**config.mk**
```make
export PLATFORM = sky130hd
export DESIGN_NAME = fp32_add_writeback_flat
export DESIGN_NICKNAME = d
export VERILOG_FILES = /design/src/rtl/fp32_pkg.sv /design/src/rtl/fp32_add_writeback_if.sv /design/src/rtl/fp_result_fifo.sv /design/src/rtl/fp32_add_writeback.sv /design/src/flat_wrapper.sv
export SDC_FILE = /design/constraint.sdc
export NUM_CORES = 1
export LEC_CHECK = 0
export BUFFER_PORTS_ARGS = -buffer_cell sky130_fd_sc_hd__buf_2
export CORE_MARGIN = 8
export CORE_UTILIZATION = 35
export CTS_CLUSTER_SIZE = 8
export DETAILED_ROUTE_END_ITERATION = 12
export SLEW_MARGIN = 20
export SYNTH_ARGS = -nofsm -noshare
export SYNTH_HDL_FRONTEND = slang
export SYNTH_SLANG_ARGS = --single-unit
```
**constraint.sdc**
```tcl
create_clock -name clk -period 4.96 [get_ports clk]
set_input_delay 0.248 -clock clk [delete_from_list [all_inputs] [get_ports clk]]
set_output_delay 0.248 -clock clk [all_outputs]
set_load 0.005 [all_outputs]
```
**src/rtl/fp32_pkg.sv**
```systemverilog
// Shared FP32 definitions: flag bit positions, canonical quiet NaN,
// NaN detection and the writeback entry layout.
package fp32_pkg;

    localparam int FLAG_NV = 4;
    localparam int FLAG_DZ = 3;
    localparam int FLAG_OF = 2;
    localparam int FLAG_UF = 1;
    localparam int FLAG_NX = 0;

    localparam logic [31:0] CANON_QNAN = 32'h7FC0_0000;

    localparam int WB_TAG_W = 5;

    typedef struct packed {
        logic [WB_TAG_W-1:0] tag;
        logic [31:0]         data;
        logic [4:0]          flags;
    } wb_entry_t;

    // A NaN has an all-ones exponent and a non-zero mantissa.
    function automatic logic is_nan(input logic [31:0] x);
        return (x[30:23] == 8'hFF) && (x[22:0] != 23'd0);
    endfunction

endpackage

```
**src/rtl/fp32_add_writeback_if.sv**
```systemverilog
// Issue, adder-result, writeback and sticky-flag signals of the FP add
// writeback block. The slave modport is the block itself.
interface fp32_add_writeback_if #(
    parameter int TAG_W = 5
);
    logic             issue_valid;
    logic             issue_ready;
    logic [TAG_W-1:0] issue_tag;
    logic             flush;
    logic [31:0]      pipe_sum;
    logic [4:0]       pipe_flags;
    logic             wb_valid;
    logic             wb_ready;
    logic [TAG_W-1:0] wb_tag;
    logic [31:0]      wb_data;
    logic [4:0]       wb_flags;
    logic             fflags_clr;
    logic [4:0]       fflags_acc;

    modport slave (
        input  issue_valid, issue_tag, flush, pipe_sum, pipe_flags,
               wb_ready, fflags_clr,
        output issue_ready, wb_valid, wb_tag, wb_data, wb_flags, fflags_acc
    );

    modport master (
        output issue_valid, issue_tag, flush, pipe_sum, pipe_flags,
               wb_ready, fflags_clr,
        input  issue_ready, wb_valid, wb_tag, wb_data, wb_flags, fflags_acc
    );
endinterface

```
**src/rtl/fp_result_fifo.sv**
```systemverilog
// Small synchronous FIFO holding captured adder results until writeback.
// The head is read straight from storage, so a write into an empty FIFO
// becomes visible one cycle later.
module fp_result_fifo #(
    parameter  int DEPTH = 4,
    parameter  int WIDTH = 42,
    localparam int PTR_W = $clog2(DEPTH),
    localparam int CNT_W = PTR_W + 1
) (
    input  logic             clk,
    input  logic             rst,
    input  logic             clear,
    input  logic             wr_en,
    input  logic [WIDTH-1:0] wr_data,
    input  logic             rd_en,
    output logic [WIDTH-1:0] rd_data,
    output logic             full,
    output logic             empty,
    output logic [CNT_W-1:0] count
);
    logic [WIDTH-1:0] mem_q [DEPTH];
    logic [WIDTH-1:0] mem_d [DEPTH];
    logic [PTR_W-1:0] wr_ptr_q, wr_ptr_d;
    logic [PTR_W-1:0] rd_ptr_q, rd_ptr_d;
    logic [CNT_W-1:0] count_q, count_d;
    logic             do_wr;
    logic             do_rd;

    assign full    = (count_q == CNT_W'(DEPTH));
    assign empty   = (count_q == '0);
    assign count   = count_q;
    assign rd_data = mem_q[rd_ptr_q];

    // Next-state: a write when full is only allowed alongside a read;
    // pointers wrap naturally because DEPTH is a power of two.
    always_comb begin
        mem_d    = mem_q;
        wr_ptr_d = wr_ptr_q;
        rd_ptr_d = rd_ptr_q;
        count_d  = count_q;
        do_rd    = rd_en && !empty;
        do_wr    = wr_en && (!full || do_rd);
        if (clear) begin
            wr_ptr_d = '0;
            rd_ptr_d = '0;
            count_d  = '0;
        end else begin
            if (do_wr) begin
                mem_d[wr_ptr_q] = wr_data;
                wr_ptr_d        = wr_ptr_q + PTR_W'(1);
            end
            if (do_rd) begin
                rd_ptr_d = rd_ptr_q + PTR_W'(1);
            end
            count_d = count_q + CNT_W'(do_wr) - CNT_W'(do_rd);
        end
    end

    // State registers; storage is zeroed on reset so the head reads as 0.
    always_ff @(posedge clk) begin
        if (rst) begin
            wr_ptr_q <= '0;
            rd_ptr_q <= '0;
            count_q  <= '0;
            for (int i = 0; i < DEPTH; i++) begin
                mem_q[i] <= '0;
            end
        end else begin
            wr_ptr_q <= wr_ptr_d;
            rd_ptr_q <= rd_ptr_d;
            count_q  <= count_d;
            mem_q    <= mem_d;
        end
    end
endmodule

```
**src/rtl/fp32_add_writeback.sv**
```systemverilog
// Result side of the 4-stage FP32 adder: tracks issued ops through a
// valid/tag delay line, captures sum/flags as they emerge, buffers them
// for register-file writeback and accumulates sticky exception flags.
// Issue is credit-gated so the FIFO can never overflow.
module fp32_add_writeback
    import fp32_pkg::*;
#(
    parameter int LATENCY   = 4,
    parameter int TAG_W     = 5,
    parameter int DEPTH     = 4,
    parameter int CANON_NAN = 1
) (
    input logic                clk,
    input logic                rst,
    fp32_add_writeback_if.slave bus
);
    localparam int CREDIT_W = $clog2(DEPTH) + 1;
    localparam int ENTRY_W  = TAG_W + 32 + 5;

    logic [LATENCY-1:0]  dl_valid_q, dl_valid_d;
    logic [TAG_W-1:0]    dl_tag_q [LATENCY];
    logic [TAG_W-1:0]    dl_tag_d [LATENCY];
    logic [CREDIT_W-1:0] credit_q, credit_d;
    logic [4:0]          fflags_q, fflags_d;

    logic                issue_fire;
    logic                wb_fire;
    logic                capture;
    logic [31:0]         cap_data;
    logic [ENTRY_W-1:0]  fifo_wr_data;
    logic [ENTRY_W-1:0]  fifo_rd_data;
    logic                fifo_empty;
    logic                unused_fifo_full;
    logic [CREDIT_W-1:0] unused_fifo_count;

    assign bus.issue_ready = (credit_q < CREDIT_W'(DEPTH));
    assign issue_fire      = bus.issue_valid && bus.issue_ready;
    assign wb_fire         = bus.wb_valid && bus.wb_ready;
    assign capture         = dl_valid_q[LATENCY-1];
    assign cap_data        = ((CANON_NAN != 0) && is_nan(bus.pipe_sum)) ? CANON_QNAN : bus.pipe_sum;
    assign fifo_wr_data    = {dl_tag_q[LATENCY-1], cap_data, bus.pipe_flags};

    assign bus.wb_valid    = !fifo_empty;
    assign bus.wb_tag      = fifo_rd_data[ENTRY_W-1 -: TAG_W];
    assign bus.wb_data     = fifo_rd_data[36:5];
    assign bus.wb_flags    = fifo_rd_data[4:0];
    assign bus.fflags_acc  = fflags_q;

    fp_result_fifo #(
        .DEPTH (DEPTH),
        .WIDTH (ENTRY_W)
    ) u_fifo (
        .clk     (clk),
        .rst     (rst),
        .clear   (bus.flush),
        .wr_en   (capture),
        .wr_data (fifo_wr_data),
        .rd_en   (wb_fire),
        .rd_data (fifo_rd_data),
        .full    (unused_fifo_full),
        .empty   (fifo_empty),
        .count   (unused_fifo_count)
    );

    // Delay line mirrors the adder pipeline; a flush kills every stage
    // including an op issued in the same cycle.
    always_comb begin
        dl_valid_d  = {dl_valid_q[LATENCY-2:0], issue_fire};
        dl_tag_d[0] = bus.issue_tag;
        for (int i = 1; i < LATENCY; i++) begin
            dl_tag_d[i] = dl_tag_q[i-1];
        end
        if (bus.flush) begin
            dl_valid_d = '0;
        end
    end

    // Credits count in-flight plus buffered results.
    always_comb begin
        credit_d = credit_q + CREDIT_W'(issue_fire) - CREDIT_W'(wb_fire);
        if (bus.flush) begin
            credit_d = '0;
        end
    end

    // Sticky flags: clear takes effect before the popped flags are merged.
    always_comb begin
        fflags_d = bus.fflags_clr ? 5'd0 : fflags_q;
        if (wb_fire && !bus.flush) begin
            fflags_d = fflags_d | bus.wb_flags;
        end
    end

    // State registers for delay line, credits and sticky flags.
    always_ff @(posedge clk) begin
        if (rst) begin
            dl_valid_q <= '0;
            credit_q   <= '0;
            fflags_q   <= '0;
            for (int i = 0; i < LATENCY; i++) begin
                dl_tag_q[i] <= '0;
            end
        end else begin
            dl_valid_q <= dl_valid_d;
            credit_q   <= credit_d;
            fflags_q   <= fflags_d;
            dl_tag_q   <= dl_tag_d;
        end
    end
endmodule
```
**src/flat_wrapper.sv**
```systemverilog
// flat-port wrapper written by rule: the top's interface ports become plain ports
module fp32_add_writeback_flat import fp32_pkg::*;
#(
    parameter int LATENCY   = 4,
    parameter int TAG_W     = 5,
    parameter int DEPTH     = 4,
    parameter int CANON_NAN = 1
)
  (clk, rst, bus_issue_valid, bus_issue_tag, bus_flush, bus_pipe_sum, bus_pipe_flags, bus_wb_ready, bus_fflags_clr, bus_issue_ready, bus_wb_valid, bus_wb_tag, bus_wb_data, bus_wb_flags, bus_fflags_acc);
  fp32_add_writeback_if #(.TAG_W(TAG_W)) bus_i ();
  input logic clk;
  input logic rst;
  input wire logic [$bits(bus_i.issue_valid)-1:0] bus_issue_valid;
  input wire logic [$bits(bus_i.issue_tag)-1:0] bus_issue_tag;
  input wire logic [$bits(bus_i.flush)-1:0] bus_flush;
  input wire logic [$bits(bus_i.pipe_sum)-1:0] bus_pipe_sum;
  input wire logic [$bits(bus_i.pipe_flags)-1:0] bus_pipe_flags;
  input wire logic [$bits(bus_i.wb_ready)-1:0] bus_wb_ready;
  input wire logic [$bits(bus_i.fflags_clr)-1:0] bus_fflags_clr;
  output wire logic [$bits(bus_i.issue_ready)-1:0] bus_issue_ready;
  output wire logic [$bits(bus_i.wb_valid)-1:0] bus_wb_valid;
  output wire logic [$bits(bus_i.wb_tag)-1:0] bus_wb_tag;
  output wire logic [$bits(bus_i.wb_data)-1:0] bus_wb_data;
  output wire logic [$bits(bus_i.wb_flags)-1:0] bus_wb_flags;
  output wire logic [$bits(bus_i.fflags_acc)-1:0] bus_fflags_acc;
  assign bus_i.issue_valid = bus_issue_valid;
  assign bus_i.issue_tag = bus_issue_tag;
  assign bus_i.flush = bus_flush;
  assign bus_i.pipe_sum = bus_pipe_sum;
  assign bus_i.pipe_flags = bus_pipe_flags;
  assign bus_i.wb_ready = bus_wb_ready;
  assign bus_i.fflags_clr = bus_fflags_clr;
  assign bus_issue_ready = bus_i.issue_ready;
  assign bus_wb_valid = bus_i.wb_valid;
  assign bus_wb_tag = bus_i.wb_tag;
  assign bus_wb_data = bus_i.wb_data;
  assign bus_wb_flags = bus_i.wb_flags;
  assign bus_fflags_acc = bus_i.fflags_acc;
  fp32_add_writeback #(.LATENCY(LATENCY), .TAG_W(TAG_W), .DEPTH(DEPTH), .CANON_NAN(CANON_NAN)) u_core (.clk(clk), .rst(rst), .bus(bus_i));
endmodule
```
==> out/metrics.csv <==
stage,metric,value,unit
setup_path,critPathRequiredTime,5360,ps
final_layout,multi_input_area,3900,µm²
timing,fin_crit,2660,ps
clocking,cts.sinks,207,
run_status,status,completed,
timing,skew,15.0,ps
hold_path,hold_class,primary input to register,
grt,grt_overflow,0,
power_and_ir_drop,p_per_area,346,nW/µm²
timing,fin_crit_sh,53.6,%
timing,slew_headroom,24.9,%
final_layout,final_common_cell,nand2_1,
route,drtIter0Drc,603,
synthesis,synth-xor-area-share,0.724,%
clocking,hold_buffers,13,
setup_path,cp-start-kind,register,
grt,grt_max_degree,148,
timing,hold_violations,0,
synthesis,synth_seq_cells,207,
floorplanning,die_w,172,µm
synthesis,synth.distinct_cells,31,
clocking,insertion_delay,520,ps
grt,track_usage,15.2,%
flow_run,cap_violations,0,
floorplanning,die_area,29400,µm²
setup_path,worstRegToRegCells,10,
setup_path,rr_startpoint,u_core.u_fifo.count[1]$_SDFF_PP0_,
timing,max_freq,376,MHz
clocking,cts_tree,yes,
synthesis,yosysWarnings,0,
setup_path,slowest_stage,or4b_1,
route,first_pass_iters,4,
placement,finalWeightedCongestion,0.738,
hold_path,holdPathStages,3,
setup_path,path_class,register to register,
synthesis,avgSynthCellArea,8.98,µm²
final_layout,num-fill-cells,2438,
hold_path,holdPathEnd,u_core.u_fifo.mem_q[35]$_SDFFE_PP0P_,
clocking,cts_setup_buffers,0,
synthesis,netlist_instances,943,
final_layout,mostFrequentLayoutCells,"235 x nand2_1, 205 x dfxtp_1, 166 x a21oi_1",
placement,io_buffers,96,
route,routedWlPerCell,17.0,µm
setup_path,rrSetupSlack,2300,ps
synthesis,synthMuxAreaShare,11.2,%
placement,dpl.hpwl,12.3,mm
synthesis,synth-seq-area-share,49.0,%
clocking,cts_buffer_depth,3,
clocking,clkSlewWorstSetupHoldPaths,50,ps
floorplanning,placeableCoreArea,24000,µm²
setup_path,worstSetupEndpointType,register,
clocking,cts_resized,0,
route,finalWirelength,22.7,mm
route,drc,0,
setup_path,crit_buf_inv,2,
route,vias,6790,
synthesis,synth_compound_gate_area_share,10.4,%
power_and_ir_drop,leakagePower,3.42,nW
setup_path,r2r-end,u_core.u_fifo.count[2]$_SDFF_PP0_,
floorplanning,ios,97,
timing,tightest_slew,1130,ps
setup_path,crit_family,simple AND/OR/NAND/NOR gates,
final_layout,finalNetCount,1067,
synthesis,syn-num-nets,1001,
route,ant_nets,0,
final_layout,area.growth.synth_to_final,16.9,%
setup_path,path_cells,or4b_1 -> nand2_1 -> ha_1 -> inv_1 -> ha_1 -> inv_1 -> fa_1 -> xor2_1 -> xnor2_1 -> nor2_1,
setup_path,slowest_delay,740,ps
synthesis,synth_top_area_share,49.0,%
power_and_ir_drop,peakVddDrop,0.185,mV
final_layout,drive_gt1_share,18.4,%
grt,antenna_found_initial,0,
timing,maxSlewViolCount,0,
synthesis,netlist_top_cells_area,"dfxtp_1 49%, mux4_2 11%, nand2_1 10%",
synthesis,synth_top_family_by_area,simple AND/OR/NAND/NOR gates,
floorplanning,fp.dieH,172,µm
timing,fin_tns_setup,0,ps
synthesis,synth_adder_area_share,1.66,%
timing,rsz0062_at_grt,false,
placement,post_dp_cell_area,9030,µm²
final_layout,num_antenna_cells,0,
synthesis,yosys.area.top_type,dfxtp_1,
timing,setup_viol,0,
grt,grt_pass1_vias,6604,
hold_path,hold_start,bus_pipe_sum[30],
final_layout,stdcell_area,9900,µm²
synthesis,synthesis.area,8460,µm²
synthesis,synth-simple-area-share,21.8,%
grt,grt_first_pass_wirelength,35.9,mm
floorplanning,initial_core_util,35.2,%
floorplanning,placementRows,57,
route,via_per_inst,5.09,
setup_path,cp_max_fo,10,
clocking,cts_root_buf,clkbuf_16,
final_layout,seq_area,4150,µm²
clocking,cts_made_buffers,29,
setup_path,arrival,3060,ps
clocking,h-tree-depth,1,
==> routing by layer <==
| metal | track usage, % | vias up | wire [µm] |
|---|---|---|---|
| li1 | - | 3343 | - |
| met1 | 20.5 | 3251 | 10200 |
| met2 | 24.7 | 165 | 10700 |
| met3 | 3.33 | 31 | 1470 |
| met4 | 3.29 | 0 | 358 |
| met5 | 0 | - | 0 |
==> cell usage after synthesis (all sizes together) <==
master  count
and3        4
or3         1
o31a        1
fa          2
nor2       17
nor4        3
nand4       6
or4         2
nor3        1
a311oi      4
nand2     235
mux4       42
dfxtp     207
clkbuf     32
or2         2
a21o        1
ha          8
a21oi     166
nand3     101
buf        49
xor2        2
nor2b      29
inv        10
and4        1
and2        7
xnor2       5
nand3b      4
or4b        1
==> layout make-up <==
cell class / instances / share of cell area (%)
sequential: 207 / 41.9
clock buffer: 31 / 7.41
timing repair buffer: 116 / 6.79
tap: 324 / 4.10
inverter: 10 / 0.379
multi-input combinational: 645 / 39.4
==> tightest hold or removal path: stages <==
cell and delay [ps]:
buf_2 130, nand2_1 60, a21oi_1 50
==> metrics by stage <==
| step | worst slack, ps | util (%) | power, W | hold WS [ps] | cells |
|---|---|---|---|---|---|
| finish | 2300 | 41.2 | 0.00343 | 23.4 | 1333 |
| global route | 2120 | 41.2 | 0.00356 | 14.6 | 1333 |
| CTS | 2310 | 41.2 | 0.00348 | 1.65 | 1333 |
| detailed placement | 2330 | 37.6 | 0.00179 | 415 | 1289 |
| global placement | 2400 | 37.6 | 0.00179 | 408 | 1289 |
| floorplan | 2580 | - | 0.00174 | 376 | 943 |
==> state kept, by name (all words and copies together) (netlist names) <==
signal and count:
u_core.dl_tag_q 5, u_core.bus.fflags_acc 5, u_core.u_fifo.rd_ptr_q 2, u_core.credit_q 3
u_core.u_fifo.count 3, u_core.dl_tag_d 15, u_core.dl_valid_q 4, u_core.u_fifo.wr_ptr_q 2
u_core.u_fifo.mem_q 168
==> worst max path at each step <==
stage                                           startpoint                           endpoint  cells past startpoint
floorplan                u_core.u_fifo.count[1]$_SDFF_PP0_  u_core.u_fifo.count[2]$_SDFF_PP0_                     11
global placement         u_core.u_fifo.count[1]$_SDFF_PP0_  u_core.u_fifo.count[2]$_SDFF_PP0_                     10
detailed placement       u_core.u_fifo.count[1]$_SDFF_PP0_  u_core.u_fifo.count[2]$_SDFF_PP0_                     10
CTS                 u_core.u_fifo.rd_ptr_q[1]$_SDFFE_PP0P_                    bus_wb_flags[1]                      2
global route             u_core.u_fifo.count[1]$_SDFF_PP0_  u_core.u_fifo.count[2]$_SDFF_PP0_                     10
finish                   u_core.u_fifo.count[1]$_SDFF_PP0_  u_core.u_fifo.count[2]$_SDFF_PP0_                     10
==> where the power goes <==
part	total [W]	switching (W)	internal, W
logic	0.0000908	0.0000600	0.0000308
registers	0.00168	0.00000190	0.00167
clock network	0.00166	0.000644	0.00102
==> cell families (layout without fill, tap and decap cells) <==
group	count (synthesis)	count (layout)
adders and majority gates	10	10
AOI/OAI and AO/OA	172	172
muxes	42	42
DFF	207	207
and+or+nand+nor	414	414
xor gates and xnor gates	7	7
buffers and inverters	91	157
Note: power is estimated with default switching activity, not from simulation.
